$ cat src/rtl/shift_seq_ctrl.sv
// Command sequencer feeding an 8-bit shift register: buffers load/shift commands
// in a small FIFO and expands each into a load cycle and/or a counted shift run.
module shift_seq_ctrl #(
  parameter int unsigned WIDTH = 8,
  parameter int unsigned CNT_W = 3,
  parameter int unsigned DEPTH = 4
) (
  input  logic             clk,
  input  logic             reset,
  input  logic             cmd_valid,
  output logic             cmd_ready,
  input  logic [1:0]       cmd_op,
  input  logic [CNT_W-1:0] cmd_count,
  input  logic [WIDTH-1:0] cmd_data,
  input  logic             flush,
  output logic             enable,
  output logic [1:0]       shift_direction,
  output logic [WIDTH-1:0] data_in,
  output logic             busy,
  output logic             done
);

  localparam int unsigned AW = $clog2(DEPTH);

  localparam logic [1:0] OP_LOAD     = 2'b00;
  localparam logic [1:0] OP_SHR      = 2'b10;
  localparam logic [1:0] OP_LOAD_SHL = 2'b11;

  localparam logic [1:0] DIR_SHL  = 2'b00;
  localparam logic [1:0] DIR_SHR  = 2'b10;
  localparam logic [1:0] DIR_LOAD = 2'b11;

  typedef struct packed {
    logic [1:0]       op;
    logic [CNT_W-1:0] count;
    logic [WIDTH-1:0] data;
  } cmd_t;

  typedef enum logic [1:0] {IDLE, LOAD, SHIFT, RETIRE} state_t;

  cmd_t             mem_q [DEPTH];
  cmd_t             mem_d [DEPTH];
  logic [AW:0]      wptr_q, wptr_d;
  logic [AW:0]      rptr_q, rptr_d;
  state_t           state_q, state_d;
  logic [1:0]       op_q, op_d;
  logic [CNT_W-1:0] rem_q, rem_d;
  logic             enable_q, enable_d;
  logic [1:0]       dir_q, dir_d;
  logic [WIDTH-1:0] data_q, data_d;
  logic             done_q, done_d;

  logic empty;
  logic full;
  logic push;
  logic pop;
  cmd_t head;

  // Extra pointer bit distinguishes full from empty when the indices match.
  assign empty     = (wptr_q == rptr_q);
  assign full      = (wptr_q[AW] != rptr_q[AW]) && (wptr_q[AW-1:0] == rptr_q[AW-1:0]);
  assign cmd_ready = !full && !flush;
  assign push      = cmd_valid && cmd_ready;
  assign pop       = (state_q == IDLE) && !empty && !flush;
  assign head      = mem_q[rptr_q[AW-1:0]];
  assign busy      = !empty || (state_q != IDLE);

  // Command FIFO storage and pointers; flush drops every queued entry.
  always_comb begin
    mem_d  = mem_q;
    wptr_d = wptr_q;
    rptr_d = rptr_q;
    if (push) begin
      mem_d[wptr_q[AW-1:0]] = '{op: cmd_op, count: cmd_count, data: cmd_data};
      wptr_d = wptr_q + (AW+1)'(1);
    end
    if (pop) begin
      rptr_d = rptr_q + (AW+1)'(1);
    end
    if (flush) begin
      rptr_d = wptr_q;
    end
  end

  // Sequencer next state; outputs are derived from the next state so they line up with it.
  always_comb begin
    state_d = state_q;
    op_d    = op_q;
    rem_d   = rem_q;
    unique case (state_q)
      IDLE: begin
        if (pop) begin
          op_d  = head.op;
          rem_d = head.count;
          if (head.op == OP_LOAD || head.op == OP_LOAD_SHL) begin
            state_d = LOAD;
          end else if (head.count != '0) begin
            state_d = SHIFT;
          end else begin
            state_d = RETIRE;
          end
        end
      end
      LOAD: begin
        state_d = (op_q == OP_LOAD_SHL && rem_q != '0) ? SHIFT : RETIRE;
      end
      SHIFT: begin
        if (rem_q != '0) begin
          rem_d = rem_q - CNT_W'(1);
        end
        if (rem_q <= CNT_W'(1)) begin
          state_d = RETIRE;
        end
      end
      RETIRE: begin
        state_d = IDLE;
      end
      default: begin
        state_d = IDLE;
      end
    endcase
    if (flush) begin
      state_d = IDLE;
    end

    enable_d = (state_d == LOAD) || (state_d == SHIFT);
    dir_d    = DIR_SHL;
    if (state_d == LOAD) begin
      dir_d = DIR_LOAD;
    end else if (state_d == SHIFT && op_d == OP_SHR) begin
      dir_d = DIR_SHR;
    end
    data_d = (pop && state_d == LOAD) ? head.data : data_q;
    done_d = (state_d == RETIRE);
  end

  always_ff @(posedge clk or negedge reset) begin
    if (!reset) begin
      for (int unsigned i = 0; i < DEPTH; i++) begin
        mem_q[i] <= '0;
      end
      wptr_q   <= '0;
      rptr_q   <= '0;
      state_q  <= IDLE;
      op_q     <= '0;
      rem_q    <= '0;
      enable_q <= 1'b0;
      dir_q    <= DIR_SHL;
      data_q   <= '0;
      done_q   <= 1'b0;
    end else begin
      mem_q    <= mem_d;
      wptr_q   <= wptr_d;
      rptr_q   <= rptr_d;
      state_q  <= state_d;
      op_q     <= op_d;
      rem_q    <= rem_d;
      enable_q <= enable_d;
      dir_q    <= dir_d;
      data_q   <= data_d;
      done_q   <= done_d;
    end
  end

  assign enable          = enable_q;
  assign shift_direction = dir_q;
  assign data_in         = data_q;
  assign done            = done_q;

endmodule

$ cat config.mk
export PLATFORM = sky130hd
export DESIGN_NAME = shift_seq_ctrl
export DESIGN_NICKNAME = d
export VERILOG_FILES = /design/src/rtl/shift_seq_ctrl.sv
export SDC_FILE = /design/constraint.sdc
export NUM_CORES = 1
export LEC_CHECK = 0
export CORE_MARGIN = 10
export CORE_UTILIZATION = 30
export CTS_CLUSTER_DIAMETER = 100
export DETAILED_ROUTE_END_ITERATION = 6
export GPL_ROUTABILITY_DRIVEN = 0
export GPL_TIMING_DRIVEN = 1
export HOLD_SLACK_MARGIN = 0.06
export PLACE_DENSITY = 0.49
export SKIP_LAST_GASP = 1
export SLEW_MARGIN = 5
export SYNTH_ARGS = -nofsm -noshare
export SYNTH_HDL_FRONTEND = slang
export SYNTH_SLANG_ARGS = --single-unit
$ cat constraint.sdc
create_clock -name clk -period 2.47 [get_ports clk]
set_input_delay 0.494 -clock clk [delete_from_list [all_inputs] [get_ports clk]]
set_output_delay 0.494 -clock clk [all_outputs]
set_load 0.005 [all_outputs]
==> summary.md <==
| Metric | Value |
|---|---|
| Clock Sinks | `77` |
| Yosys cell types | `40` |
| Latest clock arrival within the worst-skew pair | `0.33 ns` |
| Post-synth top area share | `52.24%` |
| Syn. warnings | `0` |
| Seq pwr share | `32.3%` |
| First-pass GRT wire length | `13.47 mm` |
| Pwr dens | `1425 nW/um^2` |
| Number of max-cap violations | `0` |
| CTS tree | `yes` |
| Detailed Route WL | `8.092 mm` |
| Layout area overhead | `31.11%` |
| Clock transition at path regs | `0.06 ns` |
| Syn Inst Count | `253` |
| CTS root buffer | `clkbuf_16` |
| Die Ht | `130.9 um` |
| Total number of vias | `2304` |
| 1st-iter DRT viols | `143` |
| Ys async rst share | `100.0%` |
| # rows | `40` |
| Compound-gate portion of the synthesized area | `5.156%` |
| Port bufs | `30` |
| Status | `finished with violations` |
| Peak supply drop | `0.5270 mV` |
| Hold_buf cts | `0` |
| Vias/cell | `4.851` |
| Drt drc | `0` |
| DRT met1 WL | `3.849 mm` |
| Combined area of the multi-input logic cells | `1737 sq um` |
| Synth Area in Simple Gates | `3.765%` |
| H-tree levels | `3` |
| Initial antenna violation count | `0` |
| Worst min-delay path class | `input pin to async pin` |
| Nets | `355` |
| Die area | `17130 sq um` |
| Required @ worst endpoint | `2.68 ns` |
| Overall power | `6.893 mW` |
| #FFs+latches synth | `77` |
| Final setup margin | `-0.1023 ns` |
| Overall global routing resource usage | `10.31%` |
| Failing checks | `negative setup slack` |
| Fillers | `1116` |
| Routed wl met3 | `302 um` |
| RSZ-0062 raised after global routing | `yes` |
| Seq/Total Area, Yosys | `52.24%` |
| Global route total overflow | `0` |
| Total core area | `12010 sq um` |
| Fin crit period | `2.572 ns` |
| Pre-antenna DRT Iters | `4` |
| N_diodes | `0` |
| Power Internal | `4.602 mW` |
| Mapped Area | `3689 sq um` |
| Post-route ant nets | `0` |
| HPWL after DPL | `5.645 mm` |
| Clock buffer depth | `2` |
| Post-synth EDFFs | `0` |
| Die X | `130.9 um` |
| CP Class | `flop to flop` |
| Final worst-path cycle share | `104.1%` |
| Area share of xor/xnor cells in the synthesized design | `3.053%` |
| Crit path launch type | `flop` |
| Largest net degree at the start of global routing | `56` |
| P_sw | `2.291 mW` |
| Clock Skews | `0.007153 ns` |
| Power share of the clock group | `18.1%` |
| Share of cells above drive strength 1 | `44.51%` |
| Switching Fraction | `33.24%` |
| Syn nets | `285` |
| Area leader, netlist | `dfrtp_1` |
| Vias in the first global route | `2444` |
| Combinational Power Share | `49.6%` |
| Place WS | `-0.1457 ns` |
| CP arrival | `2.78 ns` |
| Slew headroom | `67.56%` |
| Leakage | `2.137 nW` |
| Top_reg_cell synth | `dfrtp_1` |
| Synth top area cells | `dfrtp_1, mux2_2, mux4_2` |
| Max Slew Vio Count | `0` |
| Ports | `31` |
| Max Fanout on Critical Path | `3` |
| Slew of the pin with the lowest slew margin | `0.4843 ns` |
| Final setup violation count | `1` |
| Syn_area_per_cell | `14.58 sq um` |
| Reg2Reg Depth | `8` |
| Adder-Cell Fraction of Synth Area | `5.088%` |
| Initial Util | `30.71%` |
| Highest routed metal layer | `met4` |
| WL/cell | `17.04 um` |
| Largest family of logic cells by synthesized area | `multiplexers` |
| Multiplexer share of the synthesized area | `27.68%` |
| Max Clock Freq | `388.8 MHz` |
| CP endpoint kind | `flop` |
| Reg area | `1927 sq um` |
| Final count of hold timing violations | `0` |
| Met2 wire len | `3.838 mm` |
| Cts bufs inserted | `9` |
-- cells in the final DEF, fill, tap and decap left out, types with 2 or more instances in the layout --
| cell | count |
|---|---|
| mux2i_1 | 3 |
| a21oi_1 | 2 |
| xor2_1 | 4 |
| o21ai_0 | 8 |
| buf_4 | 33 |
| nand2_1 | 11 |
| clkbuf_16 | 9 |
| a31oi_1 | 2 |
| dfrtp_1 | 77 |
| xnor2_1 | 5 |
| mux2_2 | 56 |
| mux2_4 | 6 |
| a221oi_1 | 2 |
| clkinvlp_4 | 2 |
| ha_2 | 2 |
| inv_1 | 10 |
| inv_6 | 2 |
| ha_1 | 13 |
| mux4_2 | 13 |
| buf_12 | 6 |
| clkdlybuf4s50_1 | 28 |
| nor2_1 | 2 |
| xnor2_2 | 3 |
-- synth_stat cells, types with 3 or more instances --
cell,n
ha_1,15
xnor2_1,7
o21ai_0,8
buf_4,3
mux2_2,62
inv_1,10
nand2_1,12
mux2i_1,3
dfrtp_1,77
buf_6,3
xor2_1,4
mux4_2,13
-- layout make-up --
class / count / share of cell area [%]
Clock buffer: 9 / 4.657
Clock inverter: 7 / 1.190
Inverter: 10 / 0.7762
Multi-Input combinational cell: 156 / 35.91
Sequential cell: 77 / 39.84
Tap cell: 147 / 3.803
Timing Repair Buffer: 69 / 13.82
-- worst max-delay path, cell delays in order (launching register included) --
cell and delay [ns]:
dfrtp_1 0.38, buf_6 0.13, mux4_2 0.54, xnor2_2 0.21
nor4b_2 0.08, or4_1 0.42, ha_2 0.19, and4b_1 0.17
or3_1 0.33
-- per-stage QoR --
step	instances	hold slack, ns	setup TNS [ns]	cell area [sq um]	util [%]
6_report	475	0.06417	-0.1023	4836	40.26
4_1_cts	474	0.06688	-0.9246	4753	39.57
3_5_place_dp	457	0.4224	-0.9255	4459	37.13
2_1_floorplan	253	0.1984	-0.01493	3701	-
5_1_grt	475	0.07262	-1.063	4836	40.26
3_3_place_gp	457	0.4269	-0.4193	4459	37.13
-- power by group through the flow --
stage / clock network, mW / registers [mW] / logic (mW)
3_3_place_gp: 0 / 2.23 / 3.15
4_1_cts: 1.29 / 2.23 / 3.25
6_report: 1.25 / 2.23 / 3.42
5_1_grt: 1.36 / 2.31 / 3.75
2_1_floorplan: 0 / 2.16 / 2.02
3_5_place_dp: 0 / 2.24 / 3.18
-- metal layers --
metal | GRT usage (%) | vias up
met5 | 0 | -
met4 | 3.139 | 0
met3 | 3.022 | 10
met2 | 15.85 | 37
met1 | 13.69 | 1181
li1 | - | 1076
-- cell families after synthesis --
group           Yosys count
fa+ha+maj                15
compound gates           24
flops                    77
mux                      78
xor+xnor                 12
buf+inv                  20
simple gates             27
-- state kept, by name (all words and copies together), names as in the netlist --
name and cells:
mem_q 52, data_in 8, rem_q 3, rptr_q 3
wptr_q 3, op_q 2, shift_direction 2, state_q 2
done 1, enable 1
-- worst paths after layout --
| kind | from | end | slack [ns] |
|---|---|---|---|
| worst max register to register | rptr_q[0] | shift_direction[1] | -0.10 |
| worst min-delay path | reset | enable | 0.06 |
| max in group asynchronous | reset | mem_q[3] | 1.82 |
| worst min register to register | mem_q[6] | mem_q[6] | 0.50 |
| worst max-delay path | rptr_q[0] | shift_direction[1] | -0.10 |
| min in group clk | mem_q[6] | mem_q[6] | 0.50 |
-- repair_timing --
action	CTS	global route
endpoints found under the setup margin	10	10
resized for setup	2	16
setup buffers	1	1
pin swaps	2	3
hold endpoints to repair	0	0
(Power assumes the default switching activity.)
